File: config.mk
export PLATFORM = sky130hd
export DESIGN_NAME = board_input_ports
export DESIGN_NICKNAME = d
export VERILOG_FILES = /design/src/rtl/board_input_ports.sv
export SDC_FILE = /design/constraint.sdc
export NUM_CORES = 1
export LEC_CHECK = 0
export BUFFER_PORTS_ARGS = -buffer_cell sky130_fd_sc_hd__clkbuf_2
export CORE_ASPECT_RATIO = 1.1
export CORE_MARGIN = 2
export CORE_UTILIZATION = 30
export DETAILED_ROUTE_END_ITERATION = 8
export PLACE_DENSITY = 0.52
export SYNTH_ARGS = -nofsm -noshare
export SYNTH_HDL_FRONTEND = slang
export SYNTH_SLANG_ARGS = --single-unit
File: constraint.sdc
create_clock -name clk -period 2.6 [get_ports clk]
set_input_delay 0 -clock clk [delete_from_list [all_inputs] [get_ports clk]]
set_output_delay 0 -clock clk [all_outputs]
set_load 0.1 [all_outputs]
File: src/rtl/board_input_ports.sv
// rtl/board_input_ports.sv - debounced, parametrised input-port bank for the board switches
//
// Loads the synchronised switch bank into one of NUM_PORTS registers on each
// key press (optionally splitting the bank across two consecutive ports),
// tracks per-port valid/overrun status and offers a registered read port.
//
// Optional feature macro: BOARD_INPUT_PORTS_DEBOUNCE_EN
//   defined   - key passes through a DEB_CYCLES-stable debouncer
//   undefined - stable key level is the synchronised key (fast build)
//
// Ports:
//   clk         system clock, rising edge
//   reset       synchronous, active-low reset
//   sw          raw switch bank (asynchronous)
//   key_load    raw load pushbutton, active-high (asynchronous)
//   sel         destination port of the next load
//   split       0: whole bank to sel; 1: upper half to sel, lower half to sel+1 (wrapping)
//   rd_en       read strobe
//   rd_addr     0..NUM_PORTS-1 reads a port, NUM_PORTS reads the valid vector
//   rd_data     registered read data
//   ports_flat  all port registers, port i at [i*DATA_W +: DATA_W]
//   valid       per port: loaded and not yet read
//   overrun     per port: reloaded while still valid

module board_input_ports #(
   parameter int DATA_W     = 8,
   parameter int NUM_PORTS  = 4,
   parameter int SW_W       = 10,
   parameter int DEB_CYCLES = 16,
   localparam int SEL_W     = $clog2(NUM_PORTS),
   localparam int ADDR_W    = $clog2(NUM_PORTS + 1)
) (
   input  logic                          clk,
   input  logic                          reset,
   input  logic [SW_W-1:0]               sw,
   input  logic                          key_load,
   input  logic [SEL_W-1:0]              sel,
   input  logic                          split,
   input  logic                          rd_en,
   input  logic [ADDR_W-1:0]             rd_addr,
   output logic [DATA_W-1:0]             rd_data,
   output logic [NUM_PORTS*DATA_W-1:0]   ports_flat,
   output logic [NUM_PORTS-1:0]          valid,
   output logic [NUM_PORTS-1:0]          overrun
);

   localparam int HALF = SW_W / 2;

   if (DEB_CYCLES < 2 || NUM_PORTS < 2 || NUM_PORTS > DATA_W || (SW_W % 2) != 0) begin : g_param_check
      $error("board_input_ports: illegal parameter combination");
   end

   // ---------------- input synchronisers ----------------
   logic [SW_W-1:0] sw_s1_q, sw_s1_d, sw_s2_q, sw_s2_d;
   logic            key_s1_q, key_s1_d, key_s2_q, key_s2_d;

   always_comb begin
      sw_s1_d  = sw;
      sw_s2_d  = sw_s1_q;
      key_s1_d = key_load;
      key_s2_d = key_s1_q;
   end

   always_ff @(posedge clk) begin
      if (!reset) begin
         sw_s1_q  <= '0;
         sw_s2_q  <= '0;
         key_s1_q <= 1'b0;
         key_s2_q <= 1'b0;
      end else begin
         sw_s1_q  <= sw_s1_d;
         sw_s2_q  <= sw_s2_d;
         key_s1_q <= key_s1_d;
         key_s2_q <= key_s2_d;
      end
   end

   // ---------------- debouncer / stable key level ----------------
   logic stable_lvl;

`ifdef BOARD_INPUT_PORTS_DEBOUNCE_EN
   localparam int CNT_W = $clog2(DEB_CYCLES);
   logic [CNT_W-1:0] deb_cnt_q, deb_cnt_d;
   logic             stable_q, stable_d;

   // Counter only runs while the key disagrees with the stable level, so any
   // bounce back to the stable level restarts the qualification window.
   always_comb begin
      deb_cnt_d = '0;
      stable_d  = stable_q;
      if (key_s2_q != stable_q) begin
         if (deb_cnt_q == CNT_W'(DEB_CYCLES - 1)) begin
            stable_d = ~stable_q;
         end else begin
            deb_cnt_d = deb_cnt_q + 1'b1;
         end
      end
   end

   always_ff @(posedge clk) begin
      if (!reset) begin
         deb_cnt_q <= '0;
         stable_q  <= 1'b0;
      end else begin
         deb_cnt_q <= deb_cnt_d;
         stable_q  <= stable_d;
      end
   end

   assign stable_lvl = stable_q;
`else
   assign stable_lvl = key_s2_q;
`endif

   // Rising edge of the stable level is the single-cycle load pulse.
   logic stable_prev_q, stable_prev_d;
   logic load;

   always_comb begin
      stable_prev_d = stable_lvl;
      load          = stable_lvl & ~stable_prev_q;
   end

   always_ff @(posedge clk) begin
      if (!reset) stable_prev_q <= 1'b0;
      else        stable_prev_q <= stable_prev_d;
   end

   // ---------------- width adaptation of captured values ----------------
   logic [DATA_W-1:0] full_val, hi_val, lo_val, status_val;
   logic [NUM_PORTS-1:0] valid_q, valid_d, overrun_q, overrun_d;

   if (SW_W >= DATA_W) begin : g_full_trunc
      assign full_val = sw_s2_q[DATA_W-1:0];
   end else begin : g_full_ext
      assign full_val = {{(DATA_W - SW_W){1'b0}}, sw_s2_q};
   end

   if (HALF >= DATA_W) begin : g_half_trunc
      assign hi_val = sw_s2_q[HALF +: DATA_W];
      assign lo_val = sw_s2_q[DATA_W-1:0];
   end else begin : g_half_ext
      assign hi_val = {{(DATA_W - HALF){1'b0}}, sw_s2_q[SW_W-1:HALF]};
      assign lo_val = {{(DATA_W - HALF){1'b0}}, sw_s2_q[HALF-1:0]};
   end

   if (NUM_PORTS == DATA_W) begin : g_status_full
      assign status_val = valid_q;
   end else begin : g_status_ext
      assign status_val = {{(DATA_W - NUM_PORTS){1'b0}}, valid_q};
   end

   // ---------------- port registers, status, read path ----------------
   logic [DATA_W-1:0]    port_q [NUM_PORTS];
   logic [DATA_W-1:0]    port_d [NUM_PORTS];
   logic [DATA_W-1:0]    rd_data_q, rd_data_d;
   logic [NUM_PORTS-1:0] ld_hi_vec, ld_lo_vec, rd_hit_vec;
   int                   lo_idx;

   always_comb begin
      lo_idx     = (int'(sel) == NUM_PORTS - 1) ? 0 : int'(sel) + 1;
      ld_hi_vec  = '0;
      ld_lo_vec  = '0;
      rd_hit_vec = '0;
      for (int i = 0; i < NUM_PORTS; i++) begin
         ld_hi_vec[i]  = load && (int'(sel) == i);
         ld_lo_vec[i]  = load && split && (lo_idx == i);
         rd_hit_vec[i] = rd_en && (int'(rd_addr) == i);
      end
   end

   always_comb begin
      port_d    = port_q;
      valid_d   = valid_q;
      overrun_d = overrun_q;
      rd_data_d = rd_data_q;

      for (int i = 0; i < NUM_PORTS; i++) begin
         if (ld_hi_vec[i] || ld_lo_vec[i]) begin
            port_d[i]  = !split ? full_val : (ld_hi_vec[i] ? hi_val : lo_val);
            valid_d[i] = 1'b1;
            // A simultaneous read-clear consumes the previous data, so the
            // new load is not an overrun and any stale overrun is dropped.
            overrun_d[i] = rd_hit_vec[i] ? 1'b0 : (overrun_q[i] | valid_q[i]);
         end else if (rd_hit_vec[i]) begin
            valid_d[i]   = 1'b0;
            overrun_d[i] = 1'b0;
         end
      end

      if (rd_en) begin
         rd_data_d = '0;
         if (int'(rd_addr) == NUM_PORTS) begin
            rd_data_d = status_val;
         end else begin
            for (int i = 0; i < NUM_PORTS; i++) begin
               if (rd_hit_vec[i]) rd_data_d = port_q[i];
            end
         end
      end
   end

   always_ff @(posedge clk) begin
      if (!reset) begin
         for (int i = 0; i < NUM_PORTS; i++) port_q[i] <= '0;
         valid_q   <= '0;
         overrun_q <= '0;
         rd_data_q <= '0;
      end else begin
         for (int i = 0; i < NUM_PORTS; i++) port_q[i] <= port_d[i];
         valid_q   <= valid_d;
         overrun_q <= overrun_d;
         rd_data_q <= rd_data_d;
      end
   end

   for (genvar g = 0; g < NUM_PORTS; g++) begin : g_flat
      assign ports_flat[g*DATA_W +: DATA_W] = port_q[g];
   end

   assign rd_data = rd_data_q;
   assign valid   = valid_q;
   assign overrun = overrun_q;

endmodule

==> flow_summary.json <==
{
  "status": "finished clean",
  "syn_area_mm2": 0.00295,
  "dp_hpwl_um": 5130,
  "drive_gt1_frac": 0.260,
  "insertion_delay_ns": 0.36,
  "min_period_over_period": 0.613,
  "min_path_type": "in -> reg",
  "drc": 0,
  "firstDrtPassIters": 4,
  "holdCritStartpoint": "rd_en",
  "dieArea_mm2": 0.0106,
  "synth_edf_count": 0,
  "numCtsBuffers": 9,
  "setup-tns-final_ns": 0,
  "p_leak_nw": 1.56,
  "synth_seq_cells": 71,
  "wl_per_cell_um": 15.1,
  "period_minus_slack_ns": 1.59,
  "antenna_found_initial": 0,
  "grt.total_usage": 0.146,
  "yosysTopAreaCell": "dfxtp_1",
  "grt_pass1_wl_um": 12000,
  "max_freq_ghz": 0.627,
  "rows": 37,
  "postSynthCellCount": 294,
  "drtIter0Drc": 141,
  "synth_common_cells": "dfxtp_1 (71), a21oi_1 (33), mux2i_1 (28)",
  "fin_hold_ws_ns": 0.0356,
  "final-hold-violation-count": 0,
  "synth_fp_nets": 314,
  "ys_types": 39,
  "cts_buffer_depth": 2,
  "area_delta_synth_final_pct": 23.6,
  "io_buffer_count": 67,
  "post-route-cell-area_mm2": 0.00364,
  "ant_nets": 0,
  "start_util": 0.312,
  "cts_tree": "built",
  "synth_area_leaders": "dfxtp_1 (48%), mux2i_1 (9.5%), nor2b_1 (5.7%), a21oi_1 (5.6%), and2_1 (4.9%)",
  "gp_congestion": 0.744,
  "instances_no_fill": 483,
  "maxSlewHeadroom": 0.261,
  "cp_slowest_cell": "nor3_2",
  "setup_violations": 0,
  "vias": 2331,
  "grt_pass1_vias": 2196,
  "totalWireLength_um": 7320,
  "syn_avg_cell_area_um2": 10.0,
  "worst-path-max-fanout": 12,
  "ys.flop_type": "dfxtp_1",
  "yosys_warnings": 0,
  "crit_chain": "nand2b_1, nor3_2, o21ai_0, a21oi_1",
  "max-cap-violations": 0,
  "rsz0062_at_grt": "no",
  "worst_ep_arrival_time_ns": 1.88,
  "die_h_um": 108,
  "end_kind": "flip-flop",
  "cts_setup_buffers": 0,
  "h-tree-depth": 3,
  "ir_drop_mv": 0.233,
  "num_io_pins": 68,
  "dpl_cell_area_mm2": 0.00332,
  "cpPeakStageDelay_ns": 0.58,
  "crit_start": "stable_prev_q",
  "crit_path_start_kind": "flip-flop",
  "r2r-start": "stable_prev_q",
  "cts.clk_slew.worst_paths_ns": 0.08,
  "die_w_um": 98.5,
  "grt_max_degree": 72,
  "worst-setup-path-type": "reg -> reg",
  "yosysTopAreaCellShare": 0.482,
  "powerDensity_mw_per_mm2": 657,
  "worst_clock_skew_ns": 0.00892,
  "required_ns": 2.89,
  "report.final.slew_viol_count": 0,
  "num-fill-cells": 994,
  "cts_root_buf": "clkbuf_8",
  "post-route-util": 0.386,
  "cts_sinks": 71,
  "place_inst": 457,
  "nets": 382,
  "async_flop_share": 0,
  "antenna_cells": 0,
  "vias_per_cell": 4.83,
  "tightest_slew_ns": 1.11,
  "overflow": 0,
  "synth.most_common_cell": "dfxtp_1",
  "core-area_mm2": 0.00944,
  "seq_area_frac_synth": 0.482
}
placed cells by master, fill, tap and decap left out, types with 3 or more instances in the layout:
cell	n
nand2_1	3
clkbuf_8	10
o22a_1	4
a21oi_1	33
mux4_2	4
dlygate4sd3_1	11
and2_1	23
o21ai_0	25
nor2_1	7
mux2i_1	28
nor2b_1	27
clkbuf_2	67
dfxtp_1	71
a2bb2oi_1	4
and3_1	3
a22oi_1	12
timing repair:
action | in CTS | in global routing
gates resized for setup | 0 | 0
hold buffers | 11 | 0
endpoints found under the hold margin | 11 | 0
area by class of cell:
type / count / area, um^2 / area share
sequential: 71 / 1420 / 0.390
multi-input combinational: 201 / 1410 / 0.387
timing repair buffer: 78 / 445 / 0.122
tap: 117 / 146 / 0.0402
clock buffer: 10 / 138 / 0.0378
clock inverter: 5 / 81.3 / 0.0223
inverter: 1 / 3.75 / 0.00103
logic make-up after synthesis:
logic type	after synthesis	share of synthesized area
and+or+nand+nor	81	0.175
DFF	71	0.482
buffers and inverters	22	0.0403
muxes	32	0.126
AOI/OAI and AO/OA	88	0.177
through the flow:
step	power (mW)	setup WS, ns
2_1_floorplan	1.37	0.905
3_3_place_gp	1.42	1.08
3_5_place_dp	1.42	1.01
4_1_cts	2.42	0.996
5_1_grt	2.50	0.798
6_report	2.39	1.01
sequential cells by signal, summed over array words and instances, names as in the netlist:
register	count
key_s1_q	1
key_s2_q	1
overrun	4
ports_flat	32
rd_data	8
stable_prev_q	1
sw_s1_q	10
sw_s2_q	10
valid	4
path summary, 6_finish.rpt:
path / cells past startpoint / slack (ns) / endpoint
max: 4 / 1.01 / ports_flat[12]
min: 2 / 0.04 / rd_data[1]
max reg2reg: 4 / 1.01 / ports_flat[12]
min reg2reg: 1 / 0.43 / sw_s2_q[1]
report_power, final:
group          internal [mW]  switching (mW)
combinational         0.0764           0.193
sequential              1.12          0.0223
clock                  0.562           0.422
total                   1.76           0.637
layer usage:
| layer | wire length (um) | up-vias | share of wire | GRT usage |
|---|---|---|---|---|
| met5 | 0 | - | 0 | 0 |
| met4 | 155 | 0 | 0.021 | 0.0695 |
| met3 | 353 | 11 | 0.048 | 0.0420 |
| met2 | 3280 | 57 | 0.45 | 0.215 |
| met1 | 3520 | 1082 | 0.48 | 0.198 |
| li1 | - | 1181 | - | - |
worst max-delay path, delay by kind of cell, from the launching register on:
family           cells  cell delay [ns]
flip-flops           1             0.31
AO/OA/AOI/OAI        2             0.34
AND/OR/NAND/NOR      2             0.87
No activity file was read; power rests on OpenSTA's default activity.
